File: src/rtl/apb3_slave_regfile.sv
// APB3 completer: NUM_REGS RW registers plus a read-only ID word,
// fixed wait-state insertion, pslverr on illegal accesses.
//
// Ports:
//   pclk, prst_n     clock, synchronous active-low reset
//   psel, penable    APB3 select / access-phase enable
//   pwrite           1 = write, 0 = read
//   paddr, pwdata    byte address and write data
//   prdata           read data, valid in the completion cycle
//   pready           transfer complete / slave ready
//   pslverr          error response, valid in the completion cycle
//   reg_q            flat register contents, reg i at [i*DW +: DW]
//   wr_strobe        one-cycle pulse per committed register write
//   wr_index         index of the register written with wr_strobe
module apb3_slave_regfile #(
    parameter int unsigned ADDR_WIDTH  = 16,
    parameter int unsigned DATA_WIDTH  = 32,
    parameter int unsigned NUM_REGS    = 8,
    parameter int unsigned WAIT_CYCLES = 2,
    parameter logic [DATA_WIDTH-1:0] ID_VALUE = 32'hA5B3_0001
) (
    input  logic                           pclk,
    input  logic                           prst_n,
    input  logic                           psel,
    input  logic                           penable,
    input  logic                           pwrite,
    input  logic [ADDR_WIDTH-1:0]          paddr,
    input  logic [DATA_WIDTH-1:0]          pwdata,
    output logic [DATA_WIDTH-1:0]          prdata,
    output logic                           pready,
    output logic                           pslverr,
    output logic [NUM_REGS*DATA_WIDTH-1:0] reg_q,
    output logic                           wr_strobe,
    output logic [$clog2(NUM_REGS)-1:0]    wr_index
);

    localparam int unsigned IW = $clog2(NUM_REGS);
    localparam int unsigned WW = ADDR_WIDTH - 2;
    localparam logic [3:0] CNT_INIT =
        (WAIT_CYCLES > 0) ? 4'(WAIT_CYCLES - 1) : 4'd0;

    typedef enum logic [1:0] {
        S_IDLE,
        S_WAIT,
        S_RESP
    } state_t;

    state_t                               state;
    logic [NUM_REGS-1:0][DATA_WIDTH-1:0]  regs;
    logic [3:0]                           cnt;

    // Transfer attributes captured in the setup phase
    logic                  l_wr;
    logic                  l_err;
    logic                  l_id;
    logic [IW-1:0]         l_idx;
    logic [DATA_WIDTH-1:0] l_wdata;

    // Live decode of the bus address
    logic [WW-1:0] word;
    logic          d_rw;
    logic          d_id;
    logic          d_err;
    logic [IW-1:0] d_idx;

    assign word  = paddr[ADDR_WIDTH-1:2];
    assign d_idx = paddr[IW+1:2];
    assign reg_q = regs;

    always_comb begin
        d_rw  = 32'(word) < NUM_REGS;
        d_id  = 32'(word) == NUM_REGS;
        d_err = (paddr[1:0] != 2'b00)
              | ~(d_rw | d_id)
              | (pwrite & d_id);
    end

    // Writes and errored accesses return zero on prdata
    function automatic logic [DATA_WIDTH-1:0] rd_val(
        input logic          wr,
        input logic          err,
        input logic          id,
        input logic [IW-1:0] idx
    );
        if (wr || err)
            return '0;
        else if (id)
            return ID_VALUE;
        else
            return regs[idx];
    endfunction

    always_ff @(posedge pclk) begin
        if (!prst_n) begin
            state     <= S_IDLE;
            regs      <= '0;
            cnt       <= '0;
            prdata    <= '0;
            pready    <= 1'b1;
            pslverr   <= 1'b0;
            wr_strobe <= 1'b0;
            wr_index  <= '0;
            l_wr      <= 1'b0;
            l_err     <= 1'b0;
            l_id      <= 1'b0;
            l_idx     <= '0;
            l_wdata   <= '0;
        end else begin
            wr_strobe <= 1'b0;
            unique case (state)
                S_IDLE: begin
                    // penable without a prior setup is ignored here
                    if (psel && !penable) begin
                        l_wr    <= pwrite;
                        l_err   <= d_err;
                        l_id    <= d_id;
                        l_idx   <= d_idx;
                        l_wdata <= pwdata;
                        if (WAIT_CYCLES == 0) begin
                            state   <= S_RESP;
                            prdata  <= rd_val(pwrite, d_err,
                                              d_id, d_idx);
                            pslverr <= d_err;
                        end else begin
                            state  <= S_WAIT;
                            pready <= 1'b0;
                            cnt    <= CNT_INIT;
                        end
                    end
                end
                S_WAIT: begin
                    if (!psel) begin
                        state  <= S_IDLE;
                        pready <= 1'b1;
                    end else if (cnt == 4'd0) begin
                        state   <= S_RESP;
                        pready  <= 1'b1;
                        prdata  <= rd_val(l_wr, l_err, l_id, l_idx);
                        pslverr <= l_err;
                    end else begin
                        cnt <= cnt - 4'd1;
                    end
                end
                S_RESP: begin
                    state   <= S_IDLE;
                    pready  <= 1'b1;
                    prdata  <= '0;
                    pslverr <= 1'b0;
                    // A dropped psel abandons the transfer uncommitted
                    if (psel && l_wr && !l_err) begin
                        regs[l_idx] <= l_wdata;
                        wr_strobe   <= 1'b1;
                        wr_index    <= l_idx;
                    end
                end
                default: begin
                    state  <= S_IDLE;
                    pready <= 1'b1;
                end
            endcase
        end
    end

endmodule
File: config.mk
export PLATFORM = sky130hd
export DESIGN_NAME = apb3_slave_regfile
export DESIGN_NICKNAME = d
export VERILOG_FILES = /design/src/rtl/apb3_slave_regfile.sv
export SDC_FILE = /design/constraint.sdc
export NUM_CORES = 1
export LEC_CHECK = 0
export ABC_AREA = 0
export CORE_MARGIN = 2
export CORE_UTILIZATION = 53
export DETAILED_ROUTE_END_ITERATION = 7
export PLACE_DENSITY_LB_ADDON = 0.1
export SYNTH_ARGS = -nofsm -noshare
export SYNTH_HDL_FRONTEND = slang
export SYNTH_SLANG_ARGS = --single-unit
File: constraint.sdc
create_clock -name pclk -period 5.2 [get_ports pclk]
set_input_delay 1.04 -clock pclk [delete_from_list [all_inputs] [get_ports pclk]]
set_output_delay 1.04 -clock pclk [all_outputs]
set_load 0.01 [all_outputs]
==> results of run 1 <==
path summary, 6_finish.rpt:
path / to / slack [ns] / depth (start not counted)
worst min-delay path: l_wdata[31] / 0.46 / 2
worst max-delay path: reg_q[166] / 1.75 / 5
worst min register to register: l_wdata[31] / 0.46 / 2
worst max register to register: reg_q[166] / 2.22 / 4
cells in the final DEF, fill, tap and decap left out, types with 2 or more instances in the layout:
cell type / netlist / layout
and3_1: 5 / 5
nor4_1: 3 / 3
clkbuf_8: 0 / 10
o21a_1: 2 / 2
a21bo_2: 10 / 10
and2_1: 3 / 3
nor2_1: 8 / 8
a221oi_1: 10 / 10
a21boi_0: 49 / 49
clkdlybuf4s50_1: 0 / 345
mux2_2: 42 / 42
xor2_1: 2 / 2
clkbuf_16: 0 / 37
nor2b_1: 4 / 3
a21oi_1: 2 / 2
nand4_1: 3 / 3
clkinv_2: 0 / 6
clkbuf_1: 65 / 6
o21ai_0: 247 / 247
nand4_4: 3 / 3
mux4_2: 54 / 54
and3b_1: 2 / 2
inv_1: 4 / 4
buf_12: 0 / 2
o21ai_1: 13 / 13
nand4b_4: 2 / 3
dfxtp_4: 0 / 2
buf_4: 5 / 16
nand2_1: 137 / 136
nand3_1: 259 / 259
dfxtp_1: 338 / 335
bufinv_16: 0 / 2
a22o_1: 22 / 22
state kept, by name, summed over array words and instances (netlist names):
signal     count
reg_q        256
l_wdata       32
prdata        32
cnt            4
l_idx          3
wr_index       3
state          2
l_err          1
l_id           1
l_wr           1
pready         1
pslverr        1
wr_strobe      1
stage by stage:
stage	std cells	setup slack, ns	cell area (µm²)	util	hold slack (ns)
after global routing	1997	1.56	18100	0.723	0.485
after floorplan	1368	3.03	13400	-	0.444
after CTS	1997	1.81	18100	0.723	0.464
after detailed placement	1935	1.31	16900	0.676	0.457
after global placement	1935	1.49	16900	0.676	0.450
final	1997	1.75	18100	0.723	0.462
metal layers:
metal	up-vias	track usage	part of all wire
met2	505	0.487	0.47
li1	5517	-	-
met5	-	0	0
met1	5574	0.401	0.42
met3	80	0.0576	0.078
met4	0	0.106	0.033
logic make-up after synthesis:
logic type	count (synthesis)	share of synthesized area
buffers and inverters	131	0.0437
muxes	97	0.127
adders and majority gates	1	0.000936
AOI/OAI and AO/OA	359	0.157
DFF	338	0.506
xor gates and xnor gates	2	0.00131
and+or+nand+nor	440	0.163
report_power, final:
| part | switching (mW) | internal (mW) |
|---|---|---|
| Combinational | 0.136 | 0.0910 |
| Clock | 1.01 | 1.54 |
| Sequential | 0.0256 | 2.61 |
| Total | 1.18 | 4.24 |
cell type report:
class / instances / area share
Clock inverter: 9 / 0.00541
Inverter: 4 / 0.000832
Timing Repair Buffer: 364 / 0.201
Tap cell: 330 / 0.0229
Clock buffer: 53 / 0.0602
Sequential cell: 338 / 0.375
Multi-Input combinational cell: 899 / 0.334
worst register-to-register path: stages, from the launching register on:
cell,delay (ns)
dfxtp_1,0.46
nor2b_2,0.81
nand4_4,1.00
nand3_1,0.39
o21ai_0,0.15
==> metrics.md, run 1 <==
| Metric | Value |
|---|---|
| Yosys top cell by area | dfxtp_1 |
| Global-route wire length before repair | 61,700 µm |
| Unrepaired setup endpoints after global routing | no |
| Via count | roughly 12,000 |
| Port bufs | between 300 and 400 |
| Number of global-route vias before repair | about 11,000 |
| Post-synthesis cell area | 13,400 µm² |
| Die ar. | between 20,000 and 30,000 µm² |
| Layout net count | 1,697 |
| N_diodes | 0 |
| EDFF count, synth | 0 |
| Avg Inst Size Synth | just under 10 µm² |
| Wire length per cell | between 20 and 25 µm |
| Worst Setup SP | psel |
| DIE WIDTH | between 150 and 200 µm |
| Fin. Hold Viols | 0 |
| Reg2reg start | state[1] |
| Worst path cell trace | clkdlybuf4s50_1, and3b_1, nand4_4, nand3_1, o21ai_0 |
| LEAKAGE | 6.18 nW |
| Setup CP Type | in2reg |
| Synth cell count leaders | dfxtp_1, nand3_1, o21ai_0 |
| Crit path buf inv count | 1 |
| Sequential Area | approximately 6800 µm² |
| Min-delay src | l_wdata[31] |
| # resized after CTS | 0 |
| Htree depth | 2 |
| Worst Path Required | about 5.5 ns |
| Layout area overhead | 35.0% |
| Worst slew pin tran | approximately 1.0 ns |
| Max-Cap Viols | 0 |
| Flops & latches, synth | ~340 |
| Hold-fix buffers, CTS | 0 |
| Distinct cells, synth | between 40 and 50 |
| Fin crit period | 3.45 ns |
| Core area | 25,000 µm² |
| CTS tree | yes |
| Gpl congestion | between 0.8 and 0.9 |
| Fill cells | between 1,500 and 2,000 |
| # IOs | around 350 |
| Mapped Cells | around 1,400 |
| Top-area cell type share of the netlist area | 0.506 |
| Rows | 58 |
| Critical path fanouts, max | 64 |
| CTS Sinks | 338 |
| Ys flop type | dfxtp_1 |
| Critical path capture point type | register |
| CP startpoint kind | input port |
| Routed wire length | 41,200 µm |
| Post-route DRC violation count | 0 |
| Largest net degree at the start of global routing | approximately 150 |
| YS warnings | 0 |
| FMAX | around 0.29 GHz |
| Initial antenna violation count | 0 |
| Via density | approximately 5.8 |
| Total track usage | 0.300 |
| Setup tns final | 0 ns |
| Starting density of the core | 0.535 |
| Mapped Nets | ~1,400 |
| Share of synthesized registers carrying an async set or reset | 0 |
| Die H | roughly 160 µm |
| Relative max-transition margin | 0.302 |
| Top delay family on crit path | simple AND/OR/NAND/NOR gates |
| Postcts setup bufs | 0 |
| Arr. time, crit path | 3.79 ns |
| Maximum VDD drop | approximately 300 µV |
| Share of layout cells above drive strength 1 | 0.117 |
| Synth area leaders | dfxtp_1, nand3_1, o21ai_0 |
| Root Buffer | clkbuf_16 |
| Clock Tree Buf Depth | 3 |
| Seq/Total Area, Yosys | 0.506 |
| Final setup fails | 0 |
| DR pass1 iterations | 5 |
| Total power divided by cell area | 300 nW/µm² |
| CP max stage cell | nand4_4 |
| Worst min path class | reg2reg |
| Area of the multi-input gates | about 6000 µm² |
| CP peak stage delay | 0.93 ns |
| Grt ovf | 0 |
| Clk Latency, worst-skew pair | 0.51 ns |
| Status | finished clean |
| Clock skew | between 0.01 and 0.015 ns |
| Final Max Tran Viols | 0 |
| Antenna-violating nets left | 0 |
| Total power | approximately 5.4 mW |
| HPWL after DPL | roughly 27,000 µm |
| Starting DRC count in detailed routing | just over 1,000 |
| Clk pin slew, worst setup/hold paths | around 0.060 ns |
| Top-count cell post-synth | dfxtp_1 |
| Num CTS Buffers | 36 |
| Fin crit share | 0.664 |
Note: power is estimated with default switching activity, not from simulation.
==> inputs of run 2 (changes only) <==
--- a/config.mk
+++ b/config.mk
@@ -7,7 +7,7 @@
 export LEC_CHECK = 0
 export ABC_AREA = 0
 export CORE_MARGIN = 2
-export CORE_UTILIZATION = 53
+export CORE_UTILIZATION = 44
 export DETAILED_ROUTE_END_ITERATION = 7
 export PLACE_DENSITY_LB_ADDON = 0.1
 export SYNTH_ARGS = -nofsm -noshare
==> constraint.sdc (replaced) <==
create_clock -name pclk -period 3.1 [get_ports pclk]
set_input_delay 0.62 -clock pclk [delete_from_list [all_inputs] [get_ports pclk]]
set_output_delay 0.62 -clock pclk [all_outputs]
set_load 0.01 [all_outputs]
==> run 2 against run 1 <==
  * Utilization is 11 points lower
  * Clock-buffer cell count stayed put
  * Combinational power is 79% higher
  * Sequential power is 67% higher
  * Clock skew is 0.00080 ns higher
  * Final cell count is 3.8% higher
  * Sequential share of layout area is 0.49 points lower
  * Final area is 1.3% higher
  * Largest cell class unchanged
  * Critical endpoint is now reg_q[73]
==> metrics.md, run 2 (synthesis gave the netlist of run 1 again) <==
| Metric | Value |
|---|---|
| Status | finished clean |
| Min-delay src | l_wdata[26] |
| Worst Setup SP | l_idx[1] |
| Total track usage | 0.266 |
| Max-Cap Viols | 0 |
| Fin crit share | 0.752 |
| Routed met3 length | 3070 µm |
| Fin. Hold Viols | 0 |
| Layout net count | around 1,700 |
| Die H | between 150 and 200 µm |
| Htree depth | 2 |
| Commonest cells after routing, fill and taps aside | clkdlybuf4s50_1, dfxtp_1, nand3_1 |
| Layout area overhead | 36.8% |
| Postcts setup bufs | 0 |
| Via density | 5.67 |
| Critical path fanouts, max | 42 |
| N_diodes | 0 |
| Core area | 29,800 µm² |
| Port bufs | approximately 350 |
| Rows | between 60 and 70 |
| Reg2reg start | l_idx[1] |
| CTS Sinks | 338 |
| Number of global-route vias before repair | 10,700 |
| # resized after CTS | 0 |
| Met2 WL post-DR | around 20,000 µm |
| Clock skew | 0.0135 ns |
| Clk pin slew, worst setup/hold paths | about 0.060 ns |
| Setup tns final | 0 ns |
| Starting DRC count in detailed routing | around 930 |
| Global-route wire length before repair | approximately 65,000 µm |
| LEAKAGE | 6.28 nW |
| Hold-fix buffers, CTS | 0 |
| CP startpoint kind | register |
| Wire length per cell | ~21 µm |
| Unrepaired setup endpoints after global routing | no |
| Post-route DRC violation count | 0 |
| Initial antenna violation count | 1 |
| Clk Latency, worst-skew pair | approximately 0.51 ns |
| Largest net degree at the start of global routing | just under 90 |
| Root Buffer | clkbuf_16 |
| Via count | 11,800 |
| CTS tree | yes |
| Die ar. | 31,800 µm² |
| DIE WIDTH | around 180 µm |
| Most common cell after layout, fill and taps aside | clkdlybuf4s50_1 |
| Worst Path Required | around 3.5 ns |
| Arr. time, crit path | 2.69 ns |
| Num CTS Buffers | 36 |
| Worst slew pin tran | approximately 0.76 ns |
| Routed wire length | 43,300 µm |
| Gpl congestion | 0.866 |
| Setup CP Type | reg2reg |
| Maximum VDD drop | roughly 280 µV |
| Critical path capture point type | register |
| DR pass1 iterations | 5 |
| Worst min path class | reg2reg |
| Max reg flops | around 260 |
| Final setup fails | 0 |
| Total power divided by cell area | roughly 490 nW/µm² |
| Relative max-transition margin | 0.490 |
| FMAX | 0.429 GHz |
| Share of layout cells above drive strength 1 | 0.124 |
| HPWL after DPL | ~30,000 µm |
| DR top layer | met4 |
| Starting density of the core | 0.449 |
| Antenna-violating nets left | 0 |
| Grt ovf | 0 |
| Final Max Tran Viols | 0 |
| Clock Tree Buf Depth | 3 |
| Post-Route Utilization | 0.614 |
| Fin crit period | between 2 and 2.5 ns |
| # IOs | around 350 |
| Met1 Wirelength | 19,000 µm |
[run 2: changes by cell type in the layout (fill, tap and decap cells not counted), sizes merged]
cell    change
buf        +14
clkinv      +2
bufinv      -1
[run 2: final timing paths]
check / end / slack, ns / cells past startpoint
setup / recovery: reg_q[73] / 0.77 / 6
hold / removal: l_wdata[26] / 0.46 / 2
setup reg to reg: reg_q[73] / 0.77 / 6
hold reg to reg: l_wdata[26] / 0.46 / 2
[run 2: critical path, stage by stage, from the launching register on]
cell and delay, ns:
dfxtp_4 0.60, nor2b_1 0.56, buf_4 0.28, nand4b_1 0.13, buf_4 0.33, nand3_1 0.15
o21ai_0 0.10
[run 2: area by class of cell]
class                           instances  area [µm²]
Clock buffer                           53        1070
Clock inverter                         10        77.6
Fill cell                            2506       11500
Inverter                                4        15.0
Multi-Input combinational cell        899        6040
Sequential cell                       338        6780
Tap cell                              390         488
Timing Repair Buffer                  378        3830
[run 2: where the power goes]
| group | internal, mW | switching [mW] | total (mW) | leakage, nW |
|---|---|---|---|---|
| Sequential | 4.37 | 0.0311 | 4.40 | 2.73 |
| Clock | 2.46 | 1.72 | 4.18 | 0.568 |
| Combinational | 0.160 | 0.247 | 0.406 | 2.98 |
[run 2: metal layers]
metal / track usage / vias up
li1: - / 5552
met1: 0.368 / 5680
met2: 0.422 / 454
met3: 0.0477 / 71
met4: 0.0830 / 0
met5: 0 / -
[run 2: metrics by stage]
step                setup WS (ns)  hold slack, ns  power, mW  instance area (µm²)  cells
finish                      0.769           0.460       8.99                18300   2072
global route                0.581           0.477       9.26                18300   2072
CTS                         0.732           0.464       9.05                18300   2072
detailed placement          0.458           0.456       4.90                17100   2009
global placement            0.542           0.448       4.90                17100   2009
floorplan                    1.35           0.444       4.74                13400   1368
